File: config.mk
export PLATFORM = sky130hd
export DESIGN_NAME = qed_dup_injector_flat
export DESIGN_NICKNAME = d
export VERILOG_FILES = /design/src/rtl/qed_pkg.sv /design/src/rtl/qed_dup_injector_if.sv /design/src/rtl/qed_dup_fifo.sv /design/src/rtl/qed_dup_injector.sv /design/src/flat_wrapper.sv
export SDC_FILE = /design/constraint.sdc
export NUM_CORES = 1
export LEC_CHECK = 0
export BUFFER_PORTS_ARGS = -buffer_cell sky130_fd_sc_hd__buf_2
export CORE_MARGIN = 10
export CORE_UTILIZATION = 41
export DETAILED_ROUTE_END_ITERATION = 6
export REMOVE_ABC_BUFFERS = 1
export SYNTH_ARGS = -nofsm -noshare
export SYNTH_HDL_FRONTEND = slang
export SYNTH_SLANG_ARGS = --single-unit
File: constraint.sdc
create_clock -name clk -period 5.51 [get_ports clk]
set_clock_uncertainty 0.15 [all_clocks]
set_input_delay 0 -clock clk [delete_from_list [all_inputs] [get_ports clk]]
set_output_delay 0 -clock clk [all_outputs]
set_load 0.005 [all_outputs]
File: src/rtl/qed_pkg.sv
// rtl/qed_pkg.sv - QED duplicator shared types, mode constants and register remap
// Purpose : mode values seen by the r[j] vs r[j+16] checker, FSM state enum,
//           SPARC register field positions and the original->duplicate remap.
// Ports   : none (package).
package qed_pkg;

  localparam int INSTR_W = 32;

  // Mode values; CHECK_MODE must match the value the consistency checker tests.
  localparam logic [1:0] ORIG_MODE  = 2'd0;
  localparam logic [1:0] DUP_MODE   = 2'd1;
  localparam logic [1:0] CHECK_MODE = 2'd2;

  typedef enum logic [1:0] {
    S_ORIG  = 2'd0,
    S_DUP   = 2'd1,
    S_DRAIN = 2'd2,
    S_CHECK = 2'd3
  } state_t;

  // SPARC format field positions
  localparam int OP_LSB  = 30;
  localparam int RD_LSB  = 25;
  localparam int OP2_LSB = 22;
  localparam int RS1_LSB = 14;
  localparam int I_BIT   = 13;
  localparam int RS2_LSB = 0;

  localparam logic [2:0] OP2_SETHI = 3'b100;

  // r1..r15 -> r17..r31; r0 and already-high registers are left alone.
  function automatic logic [4:0] remap_field(input logic [4:0] f);
    remap_field = ((f != 5'd0) && !f[4]) ? {1'b1, f[3:0]} : f;
  endfunction

  function automatic logic [INSTR_W-1:0] remap(input logic [INSTR_W-1:0] x);
    logic [INSTR_W-1:0] y;
    y = x;
    if (x[OP_LSB+1]) begin
      // Format 3 (op=10/11): rd, rs1, and rs2 unless the immediate form is used.
      y[RD_LSB+:5]  = remap_field(x[RD_LSB+:5]);
      y[RS1_LSB+:5] = remap_field(x[RS1_LSB+:5]);
      if (!x[I_BIT]) begin
        y[RS2_LSB+:5] = remap_field(x[RS2_LSB+:5]);
      end
    end else if (!x[OP_LSB] && (x[OP2_LSB+:3] == OP2_SETHI)) begin
      y[RD_LSB+:5] = remap_field(x[RD_LSB+:5]);
    end
    return y;
  endfunction

endpackage

File: src/rtl/qed_dup_injector_if.sv
// rtl/qed_dup_injector_if.sv - fetch-side and decode-side handshake bundle
// Purpose : groups the instruction input (from fetch) and output (to decode).
// Modports: slave  - the injector (consumes in_*, produces out_*)
//           master - the surrounding front end (produces in_*, consumes out_*)
interface qed_dup_injector_if #(
  parameter int IW = 32
);
  logic          in_valid;
  logic          in_ready;
  logic [IW-1:0] in_instr;
  logic          out_valid;
  logic          out_ready;
  logic [IW-1:0] out_instr;
  logic          out_is_dup;

  modport slave (
    input  in_valid, in_instr, out_ready,
    output in_ready, out_valid, out_instr, out_is_dup
  );

  modport master (
    output in_valid, in_instr, out_ready,
    input  in_ready, out_valid, out_instr, out_is_dup
  );
endinterface

File: src/rtl/qed_dup_fifo.sv
// rtl/qed_dup_fifo.sv - originals buffer awaiting duplication
// Purpose : DEPTH x IW FIFO with synchronous clear and occupancy count.
// Ports   : clk, rst (async active-low); i_clear drops all entries;
//           i_push/i_data write; i_pop advances head; o_head is the oldest
//           entry; o_full/o_empty/o_count report occupancy (count==DEPTH is full).
module qed_dup_fifo #(
  parameter int DEPTH = 8,
  parameter int IW    = 32,
  parameter int CW    = 4
) (
  input  logic          clk,
  input  logic          rst,
  input  logic          i_clear,
  input  logic          i_push,
  input  logic [IW-1:0] i_data,
  input  logic          i_pop,
  output logic [IW-1:0] o_head,
  output logic          o_full,
  output logic          o_empty,
  output logic [CW-1:0] o_count
);

  localparam int AW = $clog2(DEPTH);

  logic [IW-1:0] r_mem [DEPTH];
  logic [AW-1:0] r_wr_ptr;
  logic [AW-1:0] r_rd_ptr;
  logic [CW-1:0] r_count;
  logic          w_do_push;
  logic          w_do_pop;

  assign o_full    = (r_count == CW'(DEPTH));
  assign o_empty   = (r_count == '0);
  assign o_count   = r_count;
  assign o_head    = r_mem[r_rd_ptr];
  assign w_do_push = i_push & ~o_full & ~i_clear;
  assign w_do_pop  = i_pop & ~o_empty & ~i_clear;

  // Pointers wrap naturally because DEPTH is a power of two.
  always_ff @(posedge clk or negedge rst) begin
    if (!rst) begin
      r_wr_ptr <= '0;
      r_rd_ptr <= '0;
      r_count  <= '0;
    end else if (i_clear) begin
      r_wr_ptr <= '0;
      r_rd_ptr <= '0;
      r_count  <= '0;
    end else begin
      if (w_do_push) r_wr_ptr <= r_wr_ptr + AW'(1);
      if (w_do_pop)  r_rd_ptr <= r_rd_ptr + AW'(1);
      case ({w_do_push, w_do_pop})
        2'b10:   r_count <= r_count + CW'(1);
        2'b01:   r_count <= r_count - CW'(1);
        default: r_count <= r_count;
      endcase
    end
  end

  always_ff @(posedge clk) begin
    if (w_do_push) r_mem[r_wr_ptr] <= i_data;
  end

endmodule

File: src/rtl/qed_dup_injector.sv
// rtl/qed_dup_injector.sv - QED instruction duplicator for the decode front end
// Purpose : passes originals through while buffering them, replays them with
//           r1..r15 remapped to r17..r31, then signals CHECK_MODE once every
//           duplicate has committed.
// Ports   : clk, rst (async active-low); ena (0 = transparent bypass);
//           exec_dup (start replay); pipe_empty (nothing between issue and
//           commit); bus (slave side of fetch/decode handshakes);
//           qed_mode (ORIG/DUP/CHECK); pending (originals awaiting duplication).
module qed_dup_injector
  import qed_pkg::*;
#(
  parameter int DEPTH = 8,
  parameter int IW    = 32,
  parameter int CW    = 4
) (
  input  logic                 clk,
  input  logic                 rst,
  input  logic                 ena,
  input  logic                 exec_dup,
  input  logic                 pipe_empty,
  qed_dup_injector_if.slave    bus,
  output logic [1:0]           qed_mode,
  output logic [CW-1:0]        pending
);

  state_t        r_state;
  logic [1:0]    r_mode;
  logic [IW-1:0] w_head;
  logic          w_full;
  logic          w_empty;
  logic [CW-1:0] w_count;
  logic          w_push;
  logic          w_pop;
  logic          w_go_dup;

  qed_dup_fifo #(
    .DEPTH (DEPTH),
    .IW    (IW),
    .CW    (CW)
  ) u_fifo (
    .clk     (clk),
    .rst     (rst),
    .i_clear (~ena),
    .i_push  (w_push),
    .i_data  (bus.in_instr),
    .i_pop   (w_pop),
    .o_head  (w_head),
    .o_full  (w_full),
    .o_empty (w_empty),
    .o_count (w_count)
  );

  // Handshake steering. Outputs toward decode are held quiet while in reset;
  // in_ready keeps following its combinational rule.
  always_comb begin
    bus.in_ready   = 1'b0;
    bus.out_valid  = 1'b0;
    bus.out_instr  = '0;
    bus.out_is_dup = 1'b0;
    if (!ena) begin
      bus.in_ready = bus.out_ready;
      if (rst) begin
        bus.out_valid = bus.in_valid;
        bus.out_instr = bus.in_instr;
      end
    end else begin
      case (r_state)
        S_ORIG: begin
          bus.in_ready = bus.out_ready & ~w_full;
          if (rst) begin
            bus.out_valid = bus.in_valid;
            bus.out_instr = bus.in_instr;
          end
        end
        S_DUP: begin
          if (rst) begin
            bus.out_valid  = ~w_empty;
            bus.out_instr  = remap(w_head);
            bus.out_is_dup = 1'b1;
          end
        end
        default: ;
      endcase
    end
  end

  assign w_push = ena & (r_state == S_ORIG) & bus.in_valid & bus.in_ready;
  assign w_pop  = ena & (r_state == S_DUP) & bus.out_valid & bus.out_ready;

  // Replay decision looks at the occupancy after this cycle's push, so a push
  // coinciding with exec_dup (or filling the last slot) is kept and replayed.
  assign w_go_dup = (exec_dup & ((w_count != '0) | w_push)) |
                    w_full |
                    (w_push & (w_count == CW'(DEPTH - 1)));

  // qed_mode is registered alongside the state so it always matches it.
  always_ff @(posedge clk or negedge rst) begin
    if (!rst) begin
      r_state <= S_ORIG;
      r_mode  <= ORIG_MODE;
    end else if (!ena) begin
      r_state <= S_ORIG;
      r_mode  <= ORIG_MODE;
    end else begin
      case (r_state)
        S_ORIG: begin
          if (w_go_dup) begin
            r_state <= S_DUP;
            r_mode  <= DUP_MODE;
          end
        end
        S_DUP: begin
          if (w_pop && (w_count == CW'(1))) begin
            r_state <= S_DRAIN;
            r_mode  <= DUP_MODE;
          end
        end
        S_DRAIN: begin
          if (pipe_empty) begin
            r_state <= S_CHECK;
            r_mode  <= CHECK_MODE;
          end
        end
        default: begin
          r_state <= S_ORIG;
          r_mode  <= ORIG_MODE;
        end
      endcase
    end
  end

  assign qed_mode = r_mode;
  assign pending  = w_count;

endmodule

File: src/flat_wrapper.sv
// flat-port wrapper written by rule: the top's interface ports become plain ports
module qed_dup_injector_flat import qed_pkg::*;
#(
  parameter int DEPTH = 8,
  parameter int IW    = 32,
  parameter int CW    = 4
)
  (clk, rst, ena, exec_dup, pipe_empty, qed_mode, pending, bus_in_valid, bus_in_instr, bus_out_ready, bus_in_ready, bus_out_valid, bus_out_instr, bus_out_is_dup);
  qed_dup_injector_if #(.IW(IW)) bus_i ();
  input  logic clk;
  input  logic rst;
  input  logic ena;
  input  logic exec_dup;
  input  logic pipe_empty;
  output logic [1:0] qed_mode;
  output logic [CW-1:0] pending;
  input wire logic [$bits(bus_i.in_valid)-1:0] bus_in_valid;
  input wire logic [$bits(bus_i.in_instr)-1:0] bus_in_instr;
  input wire logic [$bits(bus_i.out_ready)-1:0] bus_out_ready;
  output wire logic [$bits(bus_i.in_ready)-1:0] bus_in_ready;
  output wire logic [$bits(bus_i.out_valid)-1:0] bus_out_valid;
  output wire logic [$bits(bus_i.out_instr)-1:0] bus_out_instr;
  output wire logic [$bits(bus_i.out_is_dup)-1:0] bus_out_is_dup;
  assign bus_i.in_valid = bus_in_valid;
  assign bus_i.in_instr = bus_in_instr;
  assign bus_i.out_ready = bus_out_ready;
  assign bus_in_ready = bus_i.in_ready;
  assign bus_out_valid = bus_i.out_valid;
  assign bus_out_instr = bus_i.out_instr;
  assign bus_out_is_dup = bus_i.out_is_dup;
  qed_dup_injector #(.DEPTH(DEPTH), .IW(IW), .CW(CW)) u_core (.clk(clk), .rst(rst), .ena(ena), .exec_dup(exec_dup), .pipe_empty(pipe_empty), .bus(bus_i), .qed_mode(qed_mode), .pending(pending));
endmodule
After elaboration in Yosys (flattened, before gate mapping)
Memories as Yosys holds them, arrays and structs flattened.
Cells that the tools add are included.
- output and inout port bits: 41
- memories: 1
- register bits after elaboration: 14
- RAM bits: 256
- logic and storage cells: 96
- memory list (name ; depth ; width ; read ports ; clocked after Yosys merged registers in ; wr ports ; RTL line ; text):
    u_core.u_fifo.r_mem ; 8 ; 32 ; 1 ; 0 ; 1 ; qed_dup_fifo.sv:25 ; logic [IW-1:0] r_mem [DEPTH];
- equal/unequal tests: 14
- muxes and demuxes: 38
- bitwise gates (word level): 18
- reduce and logical (&&, ||, !) cells: 16
- add/subtract/negate cells: 4
- operators by type and width (kind ; number):
    32-bit 2-to-1 mux ; 3
    32-bit one-hot mux with 2 select lines ; 1
    5-bit 2-to-1 mux ; 8
    5-bit nonzero test ; 3
    2-bit 2-to-1 mux ; 7
    1-bit bitwise AND ; 13
    3-bit 2-to-1 mux ; 4
    2-bit one-hot mux with 3 select lines ; 2
    1-bit 2-to-1 mux ; 10
    4-bit one-hot mux with 2 select lines ; 1
    3-bit by 1-bit adder with 3-bit output, second input constant ; 2
    3-bit inequality test, second input constant ; 2
    1-bit logical AND ; 5
    4-bit by 1-bit adder with 4-bit output, second input constant ; 1
    2-bit by 1-bit equality test with 1-bit output, second input constant ; 2
    2-bit equality test, second input constant ; 2
    4-bit by 1-bit equality test with 1-bit output, second input constant ; 1
    4-bit by 3-bit equality test with 1-bit output, second input constant ; 1
    4-bit equality test, second input constant ; 1
    1-bit zero test ; 4
    4-bit zero test ; 1
    4-bit 2-to-1 mux ; 1
    2-bit by 1-bit inequality test with 1-bit output, second input constant ; 2
    4-bit nonzero test ; 1
    9 further kinds ; 12

Logic depth before layout (Yosys ltp)
Gate-level depths: netlist (run 1).
- depth in word-level cells: 13
- depth in mapped cells: 9
- mapped depth without buffers: 8

By module
A second synthesis (run 1) with hierarchy kept.
- cells, all modules: 549
- area, all modules: 11113.2 µm²
- modules (own cells, without submodules) (module ; cells each ; area each (µm²) ; sequential area each (µm²) ; instances):
    qed_dup_fifo ; 447 ; 10296.1 ; 7937.6 ; 1
    qed_dup_injector ; 102 ; 817.0 ; 100.1 ; 1

Worst setup path before layout (run 1)
No wires, ideal clock.
- kind: register -> register
- start point: register u_core.u_fifo.r_count[0] (netlist: u_core.u_fifo.o_count[0])
- end point: memory u_core.u_fifo.r_mem[2][0] (enable)
- path buffers: 1
- clock period less this slack: 4400 ps
- setup slack: 1110 ps
- required time: 4899 ps
- stages on the path, launching flop included: 8
- data arrival time: 3789 ps
- cells stage by stage: dfrtp_1 -> inv_1 -> ha_1 -> and3b_1 -> clkbuf_1 -> nor2_1 -> nand3_1 -> nor3_1
- word-level cells in the longest chain between the ends: 10
- RTL lines (what ; RTL line ; text):
    from (decl) ; qed_dup_fifo.sv:28 ; logic [CW-1:0] r_count;
    from (signal assigned) ; qed_dup_fifo.sv:53 ; 2'b10: r_count <= r_count + CW'(1);
    from (signal assigned) ; qed_dup_fifo.sv:54 ; 2'b01: r_count <= r_count - CW'(1);
    from (signal assigned) ; qed_dup_fifo.sv:55 ; default: r_count <= r_count;
    4-bit equality test * ; qed_dup_fifo.sv:32 ; assign o_full = (r_count == CW'(DEPTH));
    1-bit NOT * ; qed_dup_fifo.sv:36, qed_dup_injector.sv:69 ;
    1-bit bitwise AND ; qed_dup_injector.sv:69 ; bus.in_ready = bus.out_ready & ~w_full;
    1-bit 2-to-1 mux ; qed_dup_injector.sv:67 ; case (r_state)
    1-bit 2-to-1 mux ; qed_dup_injector.sv:60 ; if (!ena) begin
    1-bit bitwise AND ; qed_dup_injector.sv:87 ; assign w_push = ena & (r_state == S_ORIG) & bus.in_valid & bus.in_ready;
    1-bit bitwise AND * (2 in series) ; qed_dup_fifo.sv:36 ; assign w_do_push = i_push & ~o_full & ~i_clear;
    1-bit 2-to-1 mux * ; qed_dup_fifo.sv:61 ; if (w_do_push) r_mem[r_wr_ptr] <= i_data;
    1-bit 2-to-1 mux (implied by the code) * ; qed_dup_fifo.sv:61 ;
    to (decl) ; qed_dup_fifo.sv:25 ;
Mark *: on every way between the ends. The rest lies on a longest branch, timed or not.

Worst setup path after layout (run 1)
- start point: register u_core.u_fifo.r_rd_ptr[0]
- end point: output port bus_out_instr[18]
- word-level cells in the longest chain between the ends: 8
- RTL lines (what ; RTL line ; text):
    from (decl) ; qed_dup_fifo.sv:27 ; logic [AW-1:0] r_rd_ptr;
    from (signal assigned) ; qed_dup_fifo.sv:51 ; if (w_do_pop) r_rd_ptr <= r_rd_ptr + AW'(1);
    memory read 8 x 32 bit * ; n/a ;
    5-bit nonzero test or 1-bit zero test (tied branches) ; qed_pkg.sv:33 ; remap_field = ((f != 5'd0) && !f[4]) ? {1'b1, f[3:0]} : f;
    1-bit logical AND ; qed_pkg.sv:33 ;
    5-bit 2-to-1 mux ; qed_pkg.sv:33 ;
    5-bit 2-to-1 mux * ; qed_pkg.sv:39 ; if (x[OP_LSB+1]) begin
    32-bit 2-to-1 mux * ; qed_dup_injector.sv:76 ; if (rst) begin
    32-bit one-hot mux with 2 select lines * ; qed_dup_injector.sv:67 ;
    32-bit 2-to-1 mux * ; qed_dup_injector.sv:60 ;
    to (decl) ; flat_wrapper.sv:22 ; output wire logic [$bits(bus_i.out_instr)-1:0] bus_out_instr;
Marks and branches as above.

==> results of run 1 <==
worst min path at each step:
stage / startpoint / endpoint / slack (ps)
2_1_floorplan: rst / u_core.qed_mode[0] / -450
3_3_place_gp: rst / u_core.qed_mode[0] / -140
3_5_place_dp: rst / u_core.qed_mode[0] / -130
4_1_cts: bus_in_instr[17] / u_core.u_fifo.r_mem[2][17] / 110
5_1_grt: bus_in_instr[15] / u_core.u_fifo.r_mem[2][15] / 150
6_report: bus_in_instr[16] / u_core.u_fifo.r_mem[3][16] / 140
where the power goes:
part / switching, mW / leakage (nW) / internal (mW) / total (mW)
logic: 0.293 / 1.41 / 0.227 / 0.520
clock network: 0.755 / 0.451 / 1.06 / 1.81
registers: 0.0390 / 2.49 / 2.29 / 2.33
per-layer routing:
metal,wire [um],track usage (%),vias up,part of all wire (%)
li1,-,-,2606,-
met2,11290,22.99,151,50
met3,1355,2.905,25,6.0
met5,0,0,-,0
met4,259,3.081,0,1.1
met1,9847,17.44,2884,43
cell usage after synthesis, types with 2 or more instances:
cell type  instances
or3b_2             2
mux4_2            64
a22o_1             3
buf_6              2
nand2_1           37
a21oi_1            5
nor2_1            16
clkbuf_1          15
xnor2_1            2
buf_2              7
inv_1              7
or4_1              2
nor2b_1            3
dfrtp_1           14
o211ai_1           2
o21ai_0           34
nand2b_1           3
nor3_1             6
xor2_1             2
and2_1            12
edfxtp_1         256
mux2_2             3
and3b_1            2
nand4_1            3
ha_1              10
and3_1             2
mux2i_1           31
buf_4              4
nand3_1            9
cells by family (layout without fill, tap and decap cells):
| kind of cell | Yosys count | count (layout) | share of synthesized area (%) |
|---|---|---|---|
| XOR/XNOR | 4 | 4 | 0.3175 |
| adder cells (fa/ha/maj) | 10 | 10 | 1.134 |
| flip-flops | 270 | 270 | 72.83 |
| AO/OA/AOI/OAI | 58 | 58 | 3.356 |
| AND/OR/NAND/NOR | 101 | 101 | 4.524 |
| buffers and inverters | 37 | 188 | 1.655 |
| multiplexers | 98 | 98 | 16.18 |
registers in the layout, indices dropped and copies added, names as in the netlist:
register and cells:
u_core.u_fifo.r_wr_ptr 3, u_core.u_fifo.r_rd_ptr 3, u_core.u_fifo.o_count 4, u_core.qed_mode 2, u_core.u_fifo.r_mem 256, u_core.r_state 2
per-stage QoR:
stage	worst slack [ps]	hold WS (ps)
2_1_floorplan	1185	-445.6
3_3_place_gp	2201	-139.9
3_5_place_dp	2053	-131.5
4_1_cts	1692	114.7
5_1_grt	1547	146.6
6_report	1845	138.7
final cells by class:
cell class                 instances  area share [%]
timing repair buffer             126           6.485
multi-input combinational        271           21.88
sequential                       270           61.31
tap                              335           3.195
inverter                           8          0.2670
clock buffer                      32           5.617
clock inverter                    22           1.249
==> flow_summary.toml, run 1 <==
[yosys]
ys_types = 49
synth-edff-count = 256
synth_area_leaders = "edfxtp_1 70%, mux4_2 13%, dfrtp_1 3.2%"
yosysSeqAreaShare_pct = 72.83
yosys_warnings = 0
yosysTopAreaCell = "edfxtp_1"
yosys.area.top_type_share_pct = 69.66
ys_ff_latch = 270
syn_area_mm2 = 0.01104
synthFlopType = "edfxtp_1"
postSynthAreaPerCell_um2 = 19.09
synthCells = 578
synthArstFlopShare_pct = 5.185

[placed_design]
dp_hpwl_um = 13370
place_area_mm2 = 0.01181
io_buffers = 79
place_inst = 969
gp_congestion = 0.7912

[route]
avgViaCountPerCell = 5.325
wirelength_um = 22750
wl_per_cell_um = 21.38
initialDrtViolationCount = 373
drc = 0
dr.pass1.iters = 5
ant_nets = 0
vias = 5666

[floorplanning]
dieHeight_um = 184.1
ios = 80
start_util_pct = 41.99
die_width_um = 184.1
core_mm2 = 0.02628
dieArea_mm2 = 0.03388
rows = 59

[layout]
multi_input_area_mm2 = 0.002870
postLayoutCellArea_mm2 = 0.01312
final_cell_mix = "256 x edfxtp_1, 79 x buf_2, 64 x mux4_2"
drive_above_1_share_pct = 29.63
area_growth_pct = 18.89
n_fill_cell = 2177
n_antenna_cell = 0
final_common_cell = "edfxtp_1"
final_core_util_pct = 49.92
seqCellArea_mm2 = 0.008044
fin_cells = 1064
final_nets = 755

[flow_run]
maxCapViolCount = 0

[worst_setup_path]
slowest_stage = "dfrtp_4"
critPathRequiredTime_ps = 5360
worstSetupEndpoint = "bus_out_instr[18]"
cp_num_buf_inv = 2
worstPathCellList = "buf_4, mux4_2, mux2i_1, nand4_1, a221o_1, buf_2"
critPathMaxFanout = 46
cp-end-kind = "primary output"
cp.depth = 6
critical_path_class = "reg2out"
crit_start = "u_core.u_fifo.r_rd_ptr[0]"
cpPeakStageDelay_ps = 1000
r2r_slack_ps = 2060
critPathArrivalTime_ps = 3510
r2r_start = "u_core.r_state[0]"
r2r_cells = 6
r2r-end = "u_core.u_fifo.r_mem[3][13]"
path_delay_family = "flip-flops"
critPathLaunchType = "register"

[clock_tree]
cts_resized = 0
clkLatencyLatePin_ps = 530
cts_root_buf = "clkbuf_16"
postCtsSetupRepairBufs = 0
ctsLongestPathBuffers = 3
cts_tree = "built"
cts_hold_buf = 41
cts_max_level = 1
numCtsBuffers = 29
path_clk_slew_ps = 60
clock-sinks = 270

[power]
p_total_mw = 4.664
p_leak_nw = 4.349
p_per_area_mw_per_mm2 = 355.5
ir_worst_vdd_mv = 0.2651

[timing]
tightest_slew_ps = 1160
drv_slew = 0
hold_violations = 0
max_freq_ghz = 0.2729
setup_tns_ps = 0
finalSetupViolCount = 0
period_share_pct = 66.51
period_minus_slack_ps = 3665
relSlewSlack_pct = 22.51
rsz0062_at_grt = "no"

[global_routing]
grt_overflow_total = 0
grt_pass1_wl_um = 35800
grtUsageTotal_pct = 13.55
grt_antenna_before_repair = 0
grt_pass1_vias = 6224
grt_max_degree = 47

[worst_hold_path]
hold_path.class = "in2reg"
holdPathStages = 2

[status]
status = "finished, final reports clean"
No activity file was read; power rests on OpenSTA's default activity.
==> run 2: changes to the inputs <==
- clock period: 5.51 -> 3.4 ns (I/O delays scaled with it)
==> flow_summary.toml, run 2 (synthesis gave the netlist of run 1 again) <==
[route]
wl_per_cell_um = 22.72
ant_nets = 0
dr_wl_met2_um = 12110
met1_length_um = 10440
met3WireLength_um = 1545
dr.pass1.iters = 4
initialDrtViolationCount = 389
drc = 0
wirelength_um = 24470
top_layer = "met4"
avgViaCountPerCell = 5.416
vias = 5833

[power]
p_sw_share_pct = 22.81
p_sw_mw = 1.764
ir_worst_vdd_mv = 0.3953
p_leak_nw = 4.459
clkPwrFrac_pct = 39.6
p_per_area_mw_per_mm2 = 577.2
power.share.combinational_pct = 11.7
power.internal_mw = 5.969
power_frac_seq_pct = 48.8

[worst_setup_path]
critPathLaunchType = "register"
cp-end-kind = "register"
critPathMaxFanout = 13
critPathArrivalTime_ps = 3420
critPathRequiredTime_ps = 3710
r2r_start = "u_core.r_state[0]"
cpPeakStageDelay_ps = 570
critical_path_class = "reg2reg"
crit_start = "u_core.r_state[0]"
path_delay_family = "compound AO/OA/AOI/OAI gates"
worstPathCellList = "inv_1, ha_1, or2b_1, a32oi_2, o41ai_2, a21oi_1, nor3_1, dlygate4sd3_1"
cp_num_buf_inv = 2
slowest_stage = "dlygate4sd3_1"

[placed_design]
io_buffers = 79
place_inst = 983
gp_congestion = 0.7751
dp_hpwl_um = 14850

[layout]
area_growth_pct = 21.41
top_register = "u_core.u_fifo.r_mem"
final_common_cell = "edfxtp_1"
final_nets = 770
seqCellArea_mm2 = 0.008044
largest_reg_flops = 256
fin_cells = 1077
drive_above_1_share_pct = 30.36
n_fill_cell = 2145
multi_input_area_mm2 = 0.002879
final_cell_mix = "256 x edfxtp_1, 79 x buf_2, 64 x mux4_2"

[timing]
relSlewSlack_pct = 62.35
hold_violations = 0
period_share_pct = 91.47
rsz0062_at_grt = "no"
tightest_slew_ps = 562.6
drv_slew = 0
setup_tns_ps = 0
period_minus_slack_ps = 3110
finalSetupViolCount = 0
max_freq_ghz = 0.3215

[clock_tree]
clkLatencyLatePin_ps = 520
clock-sinks = 270
path_clk_slew_ps = 60
ctsLongestPathBuffers = 3
postCtsSetupRepairBufs = 0
cts_root_buf = "clkbuf_16"
cts_tree = "built"
numCtsBuffers = 28
cts_max_level = 1

[worst_hold_path]
hold_path.class = "in2reg"
hold_start = "bus_in_instr[24]"

[status]
status = "finished, final reports clean"

[floorplanning]
rows = 59
dieArea_mm2 = 0.03388
die_width_um = 184.1
core_mm2 = 0.02628
start_util_pct = 41.99
ios = 80
dieHeight_um = 184.1

[global_routing]
grt_overflow_total = 0
grt_pass1_vias = 6405
grtUsageTotal_pct = 14.64
grt_max_degree = 33
grt_pass1_wl_um = 38090
grt_antenna_before_repair = 1

[flow_run]
maxCapViolCount = 0
[run 2: cell types whose count changed in the layout (fill, tap and decap cells not counted), sizes merged]
cell and change:
buf +14, clkinv -7, dlygate4sd3 +2, clkinvlp -2, bufinv +2, diode +1
clkbuf +4, inv -1
[run 2: path summary, 6_finish.rpt]
kind                       cells past startpoint                    endpoint  slack, ps
setup / recovery                               8          u_core.qed_mode[0]        290
hold / removal                                 2  u_core.u_fifo.r_mem[5][24]        140
setup reg to reg                               8          u_core.qed_mode[0]        290
hold reg to reg                                2          u_core.qed_mode[1]        430
max in group asynchronous                      4    u_core.u_fifo.o_count[2]       1830
min in group asynchronous                      4   u_core.u_fifo.r_rd_ptr[0]        480
[run 2: worst reg2reg max path, cell delays in order (launching register included)]
cell and delay [ps]:
dfrtp_1 410, inv_1 130, ha_1 310, or2b_1 470, a32oi_2 220, o41ai_2 470
a21oi_1 140, nor3_1 170, dlygate4sd3_1 570
[run 2: metal layers]
metal  vias up  GRT usage, %
li1       2649             -
met5         -             0
met4         0         3.310
met1      2980         18.95
met2       178         24.97
met3        26         2.787
[run 2: metrics by stage]
| step | util, % | instance area, um2 | power [mW] | worst slack (ps) | hold slack [ps] |
|---|---|---|---|---|---|
| 2_1_floorplan | - | 10890 | 4.320 | -925.0 | -445.6 |
| 3_3_place_gp | 45.72 | 12010 | 4.657 | 656.9 | -240.0 |
| 3_5_place_dp | 45.72 | 12010 | 4.700 | 516.3 | -240.6 |
| 4_1_cts | 50.91 | 13380 | 7.823 | 4.451 | 106.9 |
| 5_1_grt | 50.98 | 13400 | 8.070 | 60.05 | 145.0 |
| 6_report | 50.98 | 13400 | 7.734 | 290.0 | 140.1 |
[run 2: power groups by stage]
stage               sequential, mW  combinational (mW)  clock [mW]
floorplan                     3.85               0.474           0
global placement              3.83               0.825           0
detailed placement            3.84               0.858           0
CTS                           3.77               0.910        3.14
global route                  3.78                1.00        3.29
finish                        3.77               0.901        3.06
[run 2: layout make-up]
cell class,instances,area share (%)
Sequential cell,270,60.04
Inverter,8,0.2615
Clock buffer,36,5.603
Tap cell,335,3.129
Clock inverter,14,1.373
Multi-Input combinational cell,271,21.49
Antenna cell,1,0.01868
Timing Repair Buffer,142,8.087
[run 2: repair_timing]
item                                    CTS  global route
gates resized for setup                   0             4
hold endpoints to repair                284             0
endpoints found under the setup margin    0            13
hold buffers                             43             0
==> run 3: changes to the inputs <==
- SYNTH_HIERARCHICAL: not set -> 1
==> flow_summary.toml, run 3 <==
[power]
ir_worst_vdd_mv = 0.4190
p_leak_nw = 4.595
p_per_area_mw_per_mm2 = 529.5
p_total_mw = 7.166

[timing]
period_minus_slack_ps = 3283
max_freq_ghz = 0.3046
hold_violations = 0
relSlewSlack_pct = 57.90
period_share_pct = 96.57
finalSetupViolCount = 0
drv_slew = 0
hold_slack_ps = 143.8
setup_tns_ps = 0
tightest_slew_ps = 631.5

[flow_run]
maxCapViolCount = 0

[floorplanning]
core_mm2 = 0.02680
start_util_pct = 41.47
rows = 60
dieArea_mm2 = 0.03409
die_width_um = 184.6
dieHeight_um = 184.6
ios = 80

[worst_setup_path]
critPathMaxFanout = 5
critPathLaunchType = "register"
critical_path_class = "reg2reg"
cp-end-kind = "register"
critPathRequiredTime_ps = 3720
critPathArrivalTime_ps = 3600

[yosys]
synthFlopType = "edfxtp_1"
ys_types = 53
yosysTopAreaCell = "edfxtp_1"
synthArstFlopShare_pct = 5.185
yosysSeqAreaShare_pct = 72.33
synth-edff-count = 256
synthCells = 549
yosys_warnings = 6
postSynthAreaPerCell_um2 = 20.24
synth_area_leaders = "edfxtp_1 69%, mux4_2 13%, mux2_2 3.2%"
syn_area_mm2 = 0.01111
synth.top_cells.by_count = "256 x edfxtp_1, 64 x mux4_2, 32 x mux2_2, 29 x a22o_1, 20 x nor2_1"
yosys.area.top_type_share_pct = 69.17
synth.most_common_cell = "edfxtp_1"
ys_ff_latch = 270

[layout]
area_growth_pct = 21.79
largest_reg_flops = 256
seqCellArea_mm2 = 0.008044
final_core_util_pct = 50.50
drive_above_1_share_pct = 39.40
fin_cells = 1073
n_fill_cell = 2170
top_register = "u_core/u_fifo/r_mem"
final_common_cell = "edfxtp_1"
multi_input_area_mm2 = 0.003004
final_cell_mix = "256 x edfxtp_1, 79 x buf_2, 64 x mux4_2"
final_nets = 760

[placed_design]
dp_hpwl_um = 14840
place_inst = 976
io_buffers = 79
gp_congestion = 0.7673

[global_routing]
grt_max_degree = 52
grtUsageTotal_pct = 14.39
grt_pass1_wl_um = 37760
grt_antenna_before_repair = 1
grt_pass1_vias = 6332
grt_overflow_total = 0

[clock_tree]
ctsLongestPathBuffers = 3
cts_root_buf = "clkbuf_16"
numCtsBuffers = 27
path_clk_slew_ps = 60
clock-sinks = 270
clkLatencyLatePin_ps = 530
cts_tree = "built"
cts_max_level = 1

[route]
ant_nets = 0
vias = 5872
wl_per_cell_um = 22.82
avgViaCountPerCell = 5.473
drc = 0
dr.pass1.iters = 5
wirelength_um = 24480
initialDrtViolationCount = 434

[worst_hold_path]
hold_path.class = "in2reg"

[status]
status = "finished, final reports clean"
[run 3: timing repair]
item | CTS | global route
endpoints found under the setup margin | 3 | 3
hold buffers | 40 | 0
gates resized for setup | 4 | 7
setup buffers | 0 | 6
gates cloned | 0 | 0
hold endpoints to repair | 283 | 0
[run 3: path summary, 6_finish.rpt]
kind / slack (ps) / depth (start not counted) / end / from
setup reg to reg: 120 / 14 / u_core/u_fifo/o_count[3] / u_core/r_state[1]
min in group asynchronous: 390 / 4 / u_core/u_fifo/r_wr_ptr[1] / rst
hold reg to reg: 380 / 2 / u_core/qed_mode[0] / u_core/qed_mode[0]
max in group asynchronous: 2490 / 4 / u_core/u_fifo/r_rd_ptr[0] / rst
setup / recovery: 120 / 14 / u_core/u_fifo/o_count[3] / u_core/r_state[1]
hold / removal: 140 / 2 / u_core/u_fifo/r_mem[6][2] / bus_in_instr[2]
[run 3: kinds of logic (layout without fill, tap and decap cells)]
logic type	after synthesis	count (layout)	synth area share [%]
AOI/OAI and AO/OA	52	52	4.245
xor gates and xnor gates	6	6	0.4730
adders and majority gates	11	11	1.306
buffers and inverters	37	219	1.396
DFF	270	270	72.33
muxes	104	104	16.93
other	0	1	0
and+or+nand+nor	69	69	3.321
[run 3: where the power goes]
group | total [mW] | internal (mW) | switching [mW]
logic | 0.590 | 0.268 | 0.321
clock network | 2.88 | 1.70 | 1.18
registers | 3.70 | 3.67 | 0.0217
[run 3: cell type report]
type,instances,area share (%)
multi-input cells,242,22.20
diodes,1,0.01849
well taps,341,3.152
clock inverters,13,0.8967
inverters,7,0.1941
flip-flops and latches,270,59.43
repair buffers,162,8.542
clock buffers,37,5.565
[run 3: worst max-delay path, cell delays in order (launching register included)]
cell,delay [ps]
dfrtp_1,430
inv_2,110
ha_2,220
nand2_1,80
a21boi_2,170
o21a_1,130
and3_2,250
o41ai_4,140
a21oi_2,170
nor2b_4,180
ha_1,240
a21o_1,230
a2111oi_1,440
mux2i_1,130
or3b_1,170
[run 3: stage by stage]
stage          worst slack [ps]  area, um2
2_1_floorplan             -2650      10980
3_5_place_dp             -60.72      12180
4_1_cts                   23.81      13470
6_report                  116.7      13530
3_3_place_gp              108.9      12180
5_1_grt                  -78.27      13530
[run 3: layer usage]
layer	track usage (%)	part of all wire, %	vias to the layer above
met3	2.993	6.0	21
met2	23.34	49	154
met1	19.79	44	3092
met4	2.633	0.97	0
li1	-	-	2605
met5	0	0	-
